$ cat src/rtl/ow_bus_arbiter_pkg.sv
`default_nettype none
// +----------------------------------------------------------------------+
// | Module : ow_pkg                                                      |
// | Brief  : Shared constants for the 1-Wire bus arbiter: engine command |
// |          codes, one-hot arbiter state encoding, 1-Wire ROM/function  |
// |          bytes used by the requesting controllers.                   |
// | Rev    : 1.0                                                         |
// +----------------------------------------------------------------------+
package ow_pkg;

   // Engine command codes (also the requester command codes)
   localparam logic [1:0] OW_CMD_NONE  = 2'd0;
   localparam logic [1:0] OW_CMD_INIT  = 2'd1;
   localparam logic [1:0] OW_CMD_WRITE = 2'd2;
   localparam logic [1:0] OW_CMD_READ  = 2'd3;

   // Arbiter state encoding, one-hot
   localparam int         ST_W     = 3;
   localparam logic [2:0] ST_IDLE  = 3'b001;
   localparam logic [2:0] ST_OWNED = 3'b010;
   localparam logic [2:0] ST_BUSY  = 3'b100;

   // 1-Wire ROM and function command bytes
   localparam logic [7:0] OW_ROM_SKIP          = 8'hCC;
   localparam logic [7:0] OW_ROM_MATCH         = 8'h55;
   localparam logic [7:0] OW_FN_CONVERT        = 8'h44;
   localparam logic [7:0] OW_FN_READ_SCRATCH   = 8'hBE;
   localparam logic [7:0] OW_FN_WRITE_SCRATCH  = 8'h4E;

   // A command code the engine can execute
   function automatic logic cmd_is_legal(input logic [1:0] code);
      return code != OW_CMD_NONE;
   endfunction

endpackage
`default_nettype wire

$ cat src/rtl/ow_bus_arbiter_if.sv
`default_nettype none
// +----------------------------------------------------------------------+
// | Module : ow_bus_arbiter_if                                           |
// | Brief  : Requester handshake and 1-Wire engine signals of the bus    |
// |          arbiter. slave = arbiter side, master = requesters+engine.  |
// | Rev    : 1.0                                                         |
// +----------------------------------------------------------------------+
interface ow_bus_arbiter_if #(
   parameter int NUM_REQ = 4
);
   logic [NUM_REQ-1:0]   req;
   logic [NUM_REQ-1:0]   gnt;
   logic [NUM_REQ-1:0]   cmd_valid;
   logic [2*NUM_REQ-1:0] cmd;
   logic [8*NUM_REQ-1:0] cmd_data;
   logic                 cmd_done;
   logic                 cmd_err;
   logic                 presence;
   logic [15:0]          rd_data;
   logic [1:0]           ow_cmd;
   logic [7:0]           ow_data;
   logic                 ow_end_init;
   logic [2:0]           ow_cmd_ok;
   logic [15:0]          ow_rec_data;

   modport slave (
      input  req, cmd_valid, cmd, cmd_data, ow_end_init, ow_cmd_ok, ow_rec_data,
      output gnt, cmd_done, cmd_err, presence, rd_data, ow_cmd, ow_data
   );

   modport master (
      output req, cmd_valid, cmd, cmd_data, ow_end_init, ow_cmd_ok, ow_rec_data,
      input  gnt, cmd_done, cmd_err, presence, rd_data, ow_cmd, ow_data
   );
endinterface
`default_nettype wire

$ cat src/rtl/ow_bus_arbiter_rr_pick.sv
`default_nettype none
// +----------------------------------------------------------------------+
// | Module : ow_rr_pick                                                  |
// | Brief  : Combinational round-robin selector. Searches req starting   |
// |          one past rr_ptr with wrap; returns one-hot, index and any.  |
// | Rev    : 1.0                                                         |
// +----------------------------------------------------------------------+
module ow_rr_pick #(
   parameter int NUM_REQ = 4,
   parameter int IDX_W   = $clog2(NUM_REQ)
) (
   input  logic [NUM_REQ-1:0] req,
   input  logic [IDX_W-1:0]   rr_ptr,
   output logic [NUM_REQ-1:0] win_onehot,
   output logic [IDX_W-1:0]   win_idx,
   output logic               any
);

   // First set request after the last owner, wrapping around
   always_comb begin
      logic [IDX_W-1:0] cand;
      cand       = '0;
      win_onehot = '0;
      win_idx    = '0;
      any        = 1'b0;
      for (int off = 1; off <= NUM_REQ; off++) begin
         cand = IDX_W'((int'(rr_ptr) + off) % NUM_REQ);
         if (!any && req[cand]) begin
            any              = 1'b1;
            win_idx          = cand;
            win_onehot[cand] = 1'b1;
         end
      end
   end

endmodule
`default_nettype wire

$ cat src/rtl/ow_bus_arbiter.sv
`default_nettype none
// +----------------------------------------------------------------------+
// | Module : ow_bus_arbiter                                              |
// | Brief  : Round-robin owner of one 1-Wire engine shared by NUM_REQ    |
// |          controllers. The owner keeps the bus for a whole multi-     |
// |          command transaction; each command is forwarded to the       |
// |          engine and completion/status/read data returned.            |
// |          Optional: OW_ARB_WDT_EN adds a per-command watchdog of      |
// |          TIMEOUT_CYC cycles that ends a stuck command with cmd_err.  |
// | Rev    : 1.0                                                         |
// +----------------------------------------------------------------------+
module ow_bus_arbiter #(
   parameter int NUM_REQ     = 4,
   parameter int TIMEOUT_CYC = 50_000_000
) (
   input  logic             clk,
   input  logic             rst,
   ow_bus_arbiter_if.slave  bus
);
   import ow_pkg::*;

   localparam int IDX_W = $clog2(NUM_REQ);

   logic [ST_W-1:0]    state_q, state_d;
   logic [IDX_W-1:0]   owner_q, owner_d;
   logic [IDX_W-1:0]   rr_ptr_q, rr_ptr_d;
   logic [1:0]         pend_q, pend_d;
   logic [NUM_REQ-1:0] gnt_q, gnt_d;
   logic [1:0]         ow_cmd_q, ow_cmd_d;
   logic [7:0]         ow_data_q, ow_data_d;
   logic               cmd_done_q, cmd_done_d;
   logic               cmd_err_q, cmd_err_d;
   logic               presence_q, presence_d;
   logic [15:0]        rd_data_q, rd_data_d;

   logic [NUM_REQ-1:0] w_win_onehot;
   logic [IDX_W-1:0]   w_win_idx;
   logic               w_win_any;
   logic [1:0]         w_cmd_arr  [NUM_REQ];
   logic [7:0]         w_data_arr [NUM_REQ];
   logic               w_own_req;
   logic               w_own_valid;
   logic [1:0]         w_own_cmd;
   logic [7:0]         w_own_data;
   logic               w_complete;
   logic               w_timeout;
   logic               w_finish;

   ow_rr_pick #(
      .NUM_REQ (NUM_REQ),
      .IDX_W   (IDX_W)
   ) u_pick (
      .req        (bus.req),
      .rr_ptr     (rr_ptr_q),
      .win_onehot (w_win_onehot),
      .win_idx    (w_win_idx),
      .any        (w_win_any)
   );

   // Split the packed per-requester command fields
   for (genvar g = 0; g < NUM_REQ; g++) begin : g_unpack
      assign w_cmd_arr[g]  = bus.cmd[2*g +: 2];
      assign w_data_arr[g] = bus.cmd_data[8*g +: 8];
   end

   assign w_own_req   = bus.req[owner_q];
   assign w_own_valid = bus.cmd_valid[owner_q];
   assign w_own_cmd   = w_cmd_arr[owner_q];
   assign w_own_data  = w_data_arr[owner_q];

   // Engine completion qualifier for the command in flight
   always_comb begin
      w_complete = 1'b0;
      if (state_q == ST_BUSY) begin
         case (pend_q)
            OW_CMD_INIT:  w_complete = bus.ow_end_init;
            OW_CMD_WRITE: w_complete = bus.ow_cmd_ok[1];
            OW_CMD_READ:  w_complete = bus.ow_cmd_ok[2];
            default:      w_complete = 1'b0;
         endcase
      end
   end

`ifdef OW_ARB_WDT_EN
   localparam int WDT_W = $clog2(TIMEOUT_CYC + 1);

   logic [WDT_W-1:0] wdt_q, wdt_d;

   // Counter runs only in BUSY; it is zero on every entry to BUSY
   always_comb begin
      wdt_d = (state_q == ST_BUSY) ? wdt_q + WDT_W'(1) : '0;
   end

   // Watchdog counter register
   always_ff @(posedge clk or posedge rst) begin
      if (rst) wdt_q <= '0;
      else     wdt_q <= wdt_d;
   end

   // A completion on the limit cycle wins over the timeout
   assign w_timeout = (state_q == ST_BUSY) && !w_complete &&
                      (wdt_q == WDT_W'(TIMEOUT_CYC - 1));
`else
   logic [31:0] w_unused_timeout;

   assign w_unused_timeout = 32'(TIMEOUT_CYC);
   assign w_timeout        = 1'b0;
`endif

   assign w_finish = w_complete || w_timeout;

   // State and output registers
   always_ff @(posedge clk or posedge rst) begin
      if (rst) begin
         state_q    <= ST_IDLE;
         owner_q    <= '0;
         rr_ptr_q   <= IDX_W'(NUM_REQ - 1);
         pend_q     <= OW_CMD_NONE;
         gnt_q      <= '0;
         ow_cmd_q   <= OW_CMD_NONE;
         ow_data_q  <= '0;
         cmd_done_q <= 1'b0;
         cmd_err_q  <= 1'b0;
         presence_q <= 1'b0;
         rd_data_q  <= '0;
      end else begin
         state_q    <= state_d;
         owner_q    <= owner_d;
         rr_ptr_q   <= rr_ptr_d;
         pend_q     <= pend_d;
         gnt_q      <= gnt_d;
         ow_cmd_q   <= ow_cmd_d;
         ow_data_q  <= ow_data_d;
         cmd_done_q <= cmd_done_d;
         cmd_err_q  <= cmd_err_d;
         presence_q <= presence_d;
         rd_data_q  <= rd_data_d;
      end
   end

   // Next state: grant, command dispatch, release (release beats a strobe)
   always_comb begin
      state_d  = state_q;
      owner_d  = owner_q;
      rr_ptr_d = rr_ptr_q;
      pend_d   = pend_q;
      case (state_q)
         ST_IDLE: begin
            if (w_win_any) begin
               state_d = ST_OWNED;
               owner_d = w_win_idx;
            end
         end
         ST_OWNED: begin
            if (!w_own_req) begin
               state_d  = ST_IDLE;
               rr_ptr_d = owner_q;
            end else if (w_own_valid && cmd_is_legal(w_own_cmd)) begin
               state_d = ST_BUSY;
               pend_d  = w_own_cmd;
            end
         end
         ST_BUSY: begin
            if (w_finish) begin
               if (w_own_req) begin
                  state_d = ST_OWNED;
               end else begin
                  state_d  = ST_IDLE;
                  rr_ptr_d = owner_q;
               end
            end
         end
         default: state_d = ST_IDLE;
      endcase
   end

   // Registered outputs: grant, engine strobe, completion status
   always_comb begin
      gnt_d      = gnt_q;
      ow_cmd_d   = OW_CMD_NONE;
      ow_data_d  = ow_data_q;
      cmd_done_d = 1'b0;
      cmd_err_d  = 1'b0;
      presence_d = presence_q;
      rd_data_d  = rd_data_q;
      case (state_q)
         ST_IDLE: begin
            if (w_win_any) gnt_d = w_win_onehot;
         end
         ST_OWNED: begin
            if (!w_own_req) begin
               gnt_d = '0;
            end else if (w_own_valid) begin
               if (cmd_is_legal(w_own_cmd)) begin
                  ow_cmd_d  = w_own_cmd;
                  ow_data_d = w_own_data;
               end else begin
                  cmd_done_d = 1'b1;
                  cmd_err_d  = 1'b1;
               end
            end
         end
         ST_BUSY: begin
            if (w_complete) begin
               cmd_done_d = 1'b1;
               if (pend_q == OW_CMD_INIT) presence_d = bus.ow_cmd_ok[0];
               if (pend_q == OW_CMD_READ) rd_data_d  = bus.ow_rec_data;
            end else if (w_timeout) begin
               cmd_done_d = 1'b1;
               cmd_err_d  = 1'b1;
            end
            if (w_finish && !w_own_req) gnt_d = '0;
         end
         default: gnt_d = '0;
      endcase
   end

   assign bus.gnt      = gnt_q;
   assign bus.ow_cmd   = ow_cmd_q;
   assign bus.ow_data  = ow_data_q;
   assign bus.cmd_done = cmd_done_q;
   assign bus.cmd_err  = cmd_err_q;
   assign bus.presence = presence_q;
   assign bus.rd_data  = rd_data_q;

endmodule
`default_nettype wire

$ cat src/flat_wrapper.sv
// flat-port wrapper written by rule: the top's interface ports become plain ports
module ow_bus_arbiter_flat import ow_pkg::*;
#(
   parameter int NUM_REQ     = 4,
   parameter int TIMEOUT_CYC = 50_000_000
)
  (clk, rst, bus_req, bus_cmd_valid, bus_cmd, bus_cmd_data, bus_ow_end_init, bus_ow_cmd_ok, bus_ow_rec_data, bus_gnt, bus_cmd_done, bus_cmd_err, bus_presence, bus_rd_data, bus_ow_cmd, bus_ow_data);
  ow_bus_arbiter_if #(.NUM_REQ(NUM_REQ)) bus_i ();
  input  logic clk;
  input  logic rst;
  input wire logic [$bits(bus_i.req)-1:0] bus_req;
  input wire logic [$bits(bus_i.cmd_valid)-1:0] bus_cmd_valid;
  input wire logic [$bits(bus_i.cmd)-1:0] bus_cmd;
  input wire logic [$bits(bus_i.cmd_data)-1:0] bus_cmd_data;
  input wire logic [$bits(bus_i.ow_end_init)-1:0] bus_ow_end_init;
  input wire logic [$bits(bus_i.ow_cmd_ok)-1:0] bus_ow_cmd_ok;
  input wire logic [$bits(bus_i.ow_rec_data)-1:0] bus_ow_rec_data;
  output wire logic [$bits(bus_i.gnt)-1:0] bus_gnt;
  output wire logic [$bits(bus_i.cmd_done)-1:0] bus_cmd_done;
  output wire logic [$bits(bus_i.cmd_err)-1:0] bus_cmd_err;
  output wire logic [$bits(bus_i.presence)-1:0] bus_presence;
  output wire logic [$bits(bus_i.rd_data)-1:0] bus_rd_data;
  output wire logic [$bits(bus_i.ow_cmd)-1:0] bus_ow_cmd;
  output wire logic [$bits(bus_i.ow_data)-1:0] bus_ow_data;
  assign bus_i.req = bus_req;
  assign bus_i.cmd_valid = bus_cmd_valid;
  assign bus_i.cmd = bus_cmd;
  assign bus_i.cmd_data = bus_cmd_data;
  assign bus_i.ow_end_init = bus_ow_end_init;
  assign bus_i.ow_cmd_ok = bus_ow_cmd_ok;
  assign bus_i.ow_rec_data = bus_ow_rec_data;
  assign bus_gnt = bus_i.gnt;
  assign bus_cmd_done = bus_i.cmd_done;
  assign bus_cmd_err = bus_i.cmd_err;
  assign bus_presence = bus_i.presence;
  assign bus_rd_data = bus_i.rd_data;
  assign bus_ow_cmd = bus_i.ow_cmd;
  assign bus_ow_data = bus_i.ow_data;
  ow_bus_arbiter #(.NUM_REQ(NUM_REQ), .TIMEOUT_CYC(TIMEOUT_CYC)) u_core (.clk(clk), .rst(rst), .bus(bus_i));
endmodule
$ cat config.mk
export PLATFORM = sky130hd
export DESIGN_NAME = ow_bus_arbiter_flat
export DESIGN_NICKNAME = d
export VERILOG_FILES = /design/src/rtl/ow_bus_arbiter_pkg.sv /design/src/rtl/ow_bus_arbiter_if.sv /design/src/rtl/ow_bus_arbiter_rr_pick.sv /design/src/rtl/ow_bus_arbiter.sv /design/src/flat_wrapper.sv
export SDC_FILE = /design/constraint.sdc
export NUM_CORES = 1
export LEC_CHECK = 0
export BUFFER_PORTS_ARGS = -buffer_cell sky130_fd_sc_hd__buf_2
export CAP_MARGIN = 10
export CORE_AREA = 2 2 74 76
export DETAILED_ROUTE_END_ITERATION = 10
export DIE_AREA = 0 0 76 78
export PLACE_DENSITY_LB_ADDON = 0.3
export SKIP_CTS_REPAIR_TIMING = 1
export SLEW_MARGIN = 20
export SYNTH_ARGS = -nofsm -noshare
export SYNTH_HDL_FRONTEND = slang
export SYNTH_SLANG_ARGS = --single-unit
$ cat constraint.sdc
create_clock -name clk -period 3 [get_ports clk]
set_clock_uncertainty 0.05 [all_clocks]
set_input_delay 0.45 -clock clk [delete_from_list [all_inputs] [get_ports clk]]
set_output_delay 0.45 -clock clk [all_outputs]
set_load 0.01 [all_outputs]
* After elaboration in Yosys (flattened, before gate mapping)
Index checks and enable logic that the tools add are counted.
** Operators by class
- Magnitude comparators :: 10
- Eq/ne operators :: 11
- Muxes and demuxes :: 63
- Bitwise operators :: 4
- Reductions and logical operators :: 23
- Add/sub/neg operators :: 4
** Operators by type and width (number)
- two-way mux 4 bit :: 7
- two-way mux 2 bit :: 13
- two-way mux 1 bit :: 20
- binary-select mux 8 bit (select 2 bit) :: 1
- two-way mux 8 bit :: 2
- < comparator 2 x 3 -> 1 bit, second input constant :: 5
- AND reduction 3 bit :: 5
- binary-select mux 1 bit (select 2 bit) :: 6
- two-way mux 3 bit :: 4
- bitwise OR 4 bit :: 3
- case mux 4 bit (3 select lines) :: 1
- logical AND 1 bit :: 9
- case mux 3 bit (3 select lines) :: 1
- demux 1 bit (select 2 bit) :: 4
- greater-or-equal comparator 2 x 1 -> 1 bit, second input constant :: 4
- inequality test 2 bit, second input constant :: 3
- adder 2 x 1 -> 2 bit, second input constant :: 2
- adder 2 bit, second input constant :: 2
- binary-select mux 2 bit (select 2 bit) :: 1
- equality test 2 bit, second input constant :: 2
- zero test 1 bit :: 4
- case mux 2 bit (2 select lines) :: 1
- AND reduction 2 bit :: 2
- AND reduction 4 bit :: 1
- 11 further kinds :: 12
** Storage, ports and cells
- Register bits :: 42
- Output and inout port bits :: 33
- Bits of input ports :: 70

* Logic depth before layout (Yosys ltp)
- Depth in word-level cells :: 15
- Mapped depth :: 7
- Depth with buffers taken out :: 6

* Hierarchy
Synthesis repeated with hierarchy kept, for this count alone.
** Unflattened totals
- Cells, all modules :: 213
- Area total of the unflattened synthesis :: 2590.0 um2
** Modules (own cells, without submodules)
- ow_bus_arbiter :: cells each 127, times used 1, area an instance 1960.6 um2, seq. area each 1054.8 um2
- ow_rr_pick :: cells each 86, times used 1, area an instance 629.4 um2, seq. area each 0.0 um2

* Least setup slack after synthesis
No wires, ideal clock.
- Path kind :: reg-to-reg
- Start point :: register u_core.rr_ptr_q[0]
- End point :: register u_core.gnt_q[3] (netlist: u_core.bus.gnt[3])
- Arrival :: 1934 ps
- Path buffers :: 1
- Cell stages (with the launch flop) :: 7
- Data required time :: 2824 ps
- Clock period less this slack :: 2110 ps
- Setup slack :: 890 ps
- Path through :: dfstp_2 -> buf_2 -> inv_1 -> ha_1 -> mux2i_2 -> a31oi_1 -> a221o_1
** On the way
- Cells in the longest elaborated chain, start to end :: 15
- Elaborated cells on any way between the ends :: 53
** Ends and longest elaborated chain
- start: declaration :: line ow_bus_arbiter.sv:26 : logic [IDX_W-1:0] rr_ptr_q, rr_ptr_d;
- start signal: assignment :: line ow_bus_arbiter.sv:117 : rr_ptr_q <= IDX_W'(NUM_REQ - 1);
- start signal: assignment :: line ow_bus_arbiter.sv:129 : rr_ptr_q <= rr_ptr_d;
- parallel branches: the longest is 15 deep, another holds < comparator 2 x 3 -> 1 bit
- end signal: assignment :: line ow_bus_arbiter.sv:131 : gnt_q <= gnt_d;
- end: declaration :: line ow_bus_arbiter.sv:28 : logic [NUM_REQ-1:0] gnt_q, gnt_d;
Parallel ways; which one is timed is not known. The select of a mux whose other input is x is not followed.
A chain may end at the register's enable or synchronous reset.

* Final worst setup path
- Start point :: register u_core.state_q[1]
- End point :: register u_core.rd_data_q[12] (netlist: u_core.bus.rd_data[12])
** On the way
- Cells in the longest elaborated chain, start to end :: 3
** Ends and longest elaborated chain
- start: declaration :: line ow_bus_arbiter.sv:24 : logic [ST_W-1:0] state_q, state_d;
- start signal: assignment :: line ow_bus_arbiter.sv:127 : state_q <= state_d;
- equality test 3 bit (*) :: line ow_bus_arbiter.sv:74, ow_bus_arbiter.sv:186
- two-way mux 1 bit :: line ow_bus_arbiter.sv:74 : if (state_q == ST_BUSY) begin
- AND reduction 3 bit (no source line) (*)
- end signal: assignment :: line ow_bus_arbiter.sv:137 : rd_data_q <= rd_data_d;
- end: declaration :: line ow_bus_arbiter.sv:34 : logic [15:0] rd_data_q, rd_data_d;
Mark *: on every way between the ends. The rest lies on a longest branch, timed or not.

==> results.md <==
- Status: finished clean
- Sw Ratio: 37.5%
- Post-synthesis cell area: 0.00238 sq mm
- Clk slew on worst S/H paths: 0.08 ns
- Fin crit period: 2.28 ns
- Hold Path Class: in2async
- Worst Setup SP: u_core.state_q[1]
- Root Buffer: clkbuf_8
- Final ANT Viol Nets: 0
- Vias in the first global route: 1,988
- Post-Syn Instances: 187
- Leakage power: 1.58 nW
- Largest net degree at the start of global routing: 24
- Synth Flop Type: dfrtp_1
- Syn nets: 265
- Synth unique cells: 46
- Final HPWL DP: 4190 um
- Required @ worst endpoint: 3.12 ns
- Int Power: 0.00165 W
- RSZ-0062 raised after global routing: no
- CTS Buffer Depth: 2
- Fill cell count: 435
- Worst r2r path cells: 4
- Sw Pwr: 0.000992 W
- Initial drt markers: 100
- Mapped Avg Cell Area: 12.7 sq um
- Max-slew violation count: 0
- Per-cell routed wire length: 14.5 um
- Commonest non-fill, non-tap cell in the layout: buf_2
- TritonRoute pass-1 iters: 4
- Layout area overhead: 27.8%
- Sequential share of power: 38.0%
- I/O Buffers: 102
- Max transition margin: 48.9%
- Maximum Capacitance Violations: 0
- Worst slew pin tran: 0.766 ns
- Number of synthesized flops with an enable pin: 0
- Final setup violation count: 0
- Setup ws final: 0.720 ns
- DR vias: 1,917
- Setup Total Neg Slack: 0 ns
- Die height: 78 um
- IO Count: 103
- Crit path launch type: flip-flop
- Worst-Skew Late Latency: 0.28 ns
- Die area: 0.00593 sq mm
- Sequential-to-total area share from yosys stat: 44.3%
- Total GRT Usage: 18.1%
- First-pass GRT wire length: 8760 um
- N_diodes: 0
- Reg2reg start: u_core.state_q[1]
- Final hold vios: 0
- Antenna violations before repair: 0
- Max Clk Rate: 0.439 GHz
- Critical path class: reg2reg
- Worst vdd ir: 521 uV
- H-tree Lvls: 2
- Post-synth top area share: 41.0%
- NumNets Final: 369
- Type of element capturing the critical path: flip-flop
- CTS tree: yes
- Vias per Instance: 5.30
- Layout cells sized above 1: 55.5%
- Starting Density: 47.2%
- Ranking of synthesized cells by area: dfrtp_1 41%, mux2_2 13%, mux4_2 10%
- Clock power share: 14.0%
- Place WS: 0.690 ns
- Async set-or-reset flop fraction in the synthesized netlist: 100%
- Worst Setup EP: u_core.bus.rd_data[12]
- Core box area: 0.00504 sq mm
- Total Wirelength: 5260 um
- PD cells: 869 mW/mm^2
- Logic pwr share: 48.0%
- # DRC: 0
- GR Overflow Total: 0
- Row cnt: 26
- FF-to-FF setup slack: 0.72 ns
- Crit share post-route: 76.0%
- Register bit total from synthesis: 42
- Synth warn: 0
- Worst EP arrival: 2.40 ns
- Critical path fanouts, max: 16
- Clock sinks: 42
- Placer Congestion: 0.813
- TritonCTS Buffers: 5
- Reg-to-reg endpoint: u_core.bus.rd_data[12]
- Commonest cells after routing, fill and taps aside: 102 x buf_2, 39 x dfrtp_1, 28 x mux2_2, 11 x mux4_2, 11 x nand2_1
- Die width: 76 um
- Leading area contributor after synthesis: dfrtp_1
[kinds of logic (layout without fill, tap and decap cells)]
logic type                 count (synthesis)  after routing  share of synthesized area (%)
AOI/OAI and AO/OA                         35             35                           11.2
adders and majority gates                  8              8                           4.20
buffers and inverters                     17            122                           3.47
DFF                                       42             42                           44.3
muxes                                     45             45                           27.7
and+or+nand+nor                           40             40                           9.14
[layer usage]
metal | share of wire, % | vias up | global-route usage (%) | wire [um]
met5 | 0 | - | 0 | 0
met2 | 51 | 77 | 31.5 | 2680
met4 | 1.0 | 0 | 6.55 | 55
met3 | 5.5 | 4 | 3.26 | 291
met1 | 42 | 919 | 22.8 | 2240
li1 | - | 917 | - | -
[power by group through the flow]
stage               logic, W  registers, W  clock network [W]
floorplan           0.000885       0.00103                  0
global route         0.00141       0.00105           0.000406
finish               0.00127       0.00100           0.000370
global placement     0.00125       0.00101                  0
CTS                  0.00128       0.00101           0.000386
detailed placement   0.00128       0.00102                  0
[critical path: stages, from the launching register on]
cell     delay (ns)
dfrtp_1        0.46
nor3_1         0.49
inv_1          0.13
nor2_2         0.63
mux2_2         0.41
[cell type report]
class / instances / area, sq um / share of cell area [%]
well taps: 70 / 87.6 / 2.88
clock buffers: 6 / 82.6 / 2.71
inverters: 10 / 37.5 / 1.23
flip-flops and latches: 42 / 1050 / 34.6
repair buffers: 104 / 526 / 17.3
clock inverters: 2 / 12.5 / 0.411
multi-input cells: 128 / 1240 / 40.9
[stage by stage]
stage | hold WS, ns | instances | power (W) | cell area (sq um) | util, %
after global placement | 0.433 | 354 | 0.00225 | 2950 | 58.5
final | 0.120 | 362 | 0.00265 | 3050 | 60.4
after floorplan | 0.487 | 187 | 0.00192 | 2380 | -
after detailed placement | 0.440 | 354 | 0.00230 | 2950 | 58.5
after global routing | 0.156 | 362 | 0.00286 | 3050 | 60.4
after CTS | 0.127 | 362 | 0.00268 | 3050 | 60.4
[worst min path at each step]
stage	startpoint	end	cells past startpoint
after global placement	u_core.bus.rd_data[13]	u_core.bus.rd_data[13]	1
after detailed placement	rst	u_core.bus.rd_data[2]	2
after global routing	rst	u_core.bus.ow_data[0]	2
final	rst	u_core.bus.rd_data[1]	2
after floorplan	u_core.pend_q[1]	u_core.pend_q[1]	2
after CTS	rst	u_core.bus.rd_data[2]	2
[cells in the mapped netlist (all sizes together) (4+ instances only)]
cell   count
dfrtp     39
mux2      28
mux4      13
nand2     11
inv       10
nor2       9
ha         8
o21ai      8
buf        6
a31oi      5
and3       5
a221o      4
mux2i      4
[flip-flops by register name, summed over array words and instances (netlist names), 2 cells and up]
name,cells
u_core.bus.ow_cmd,2
u_core.bus.rd_data,16
u_core.bus.ow_data,8
u_core.bus.gnt,4
u_core.pend_q,2
u_core.rr_ptr_q,2
u_core.owner_q,2
u_core.state_q,3
No activity file was read; power rests on OpenSTA's default activity.
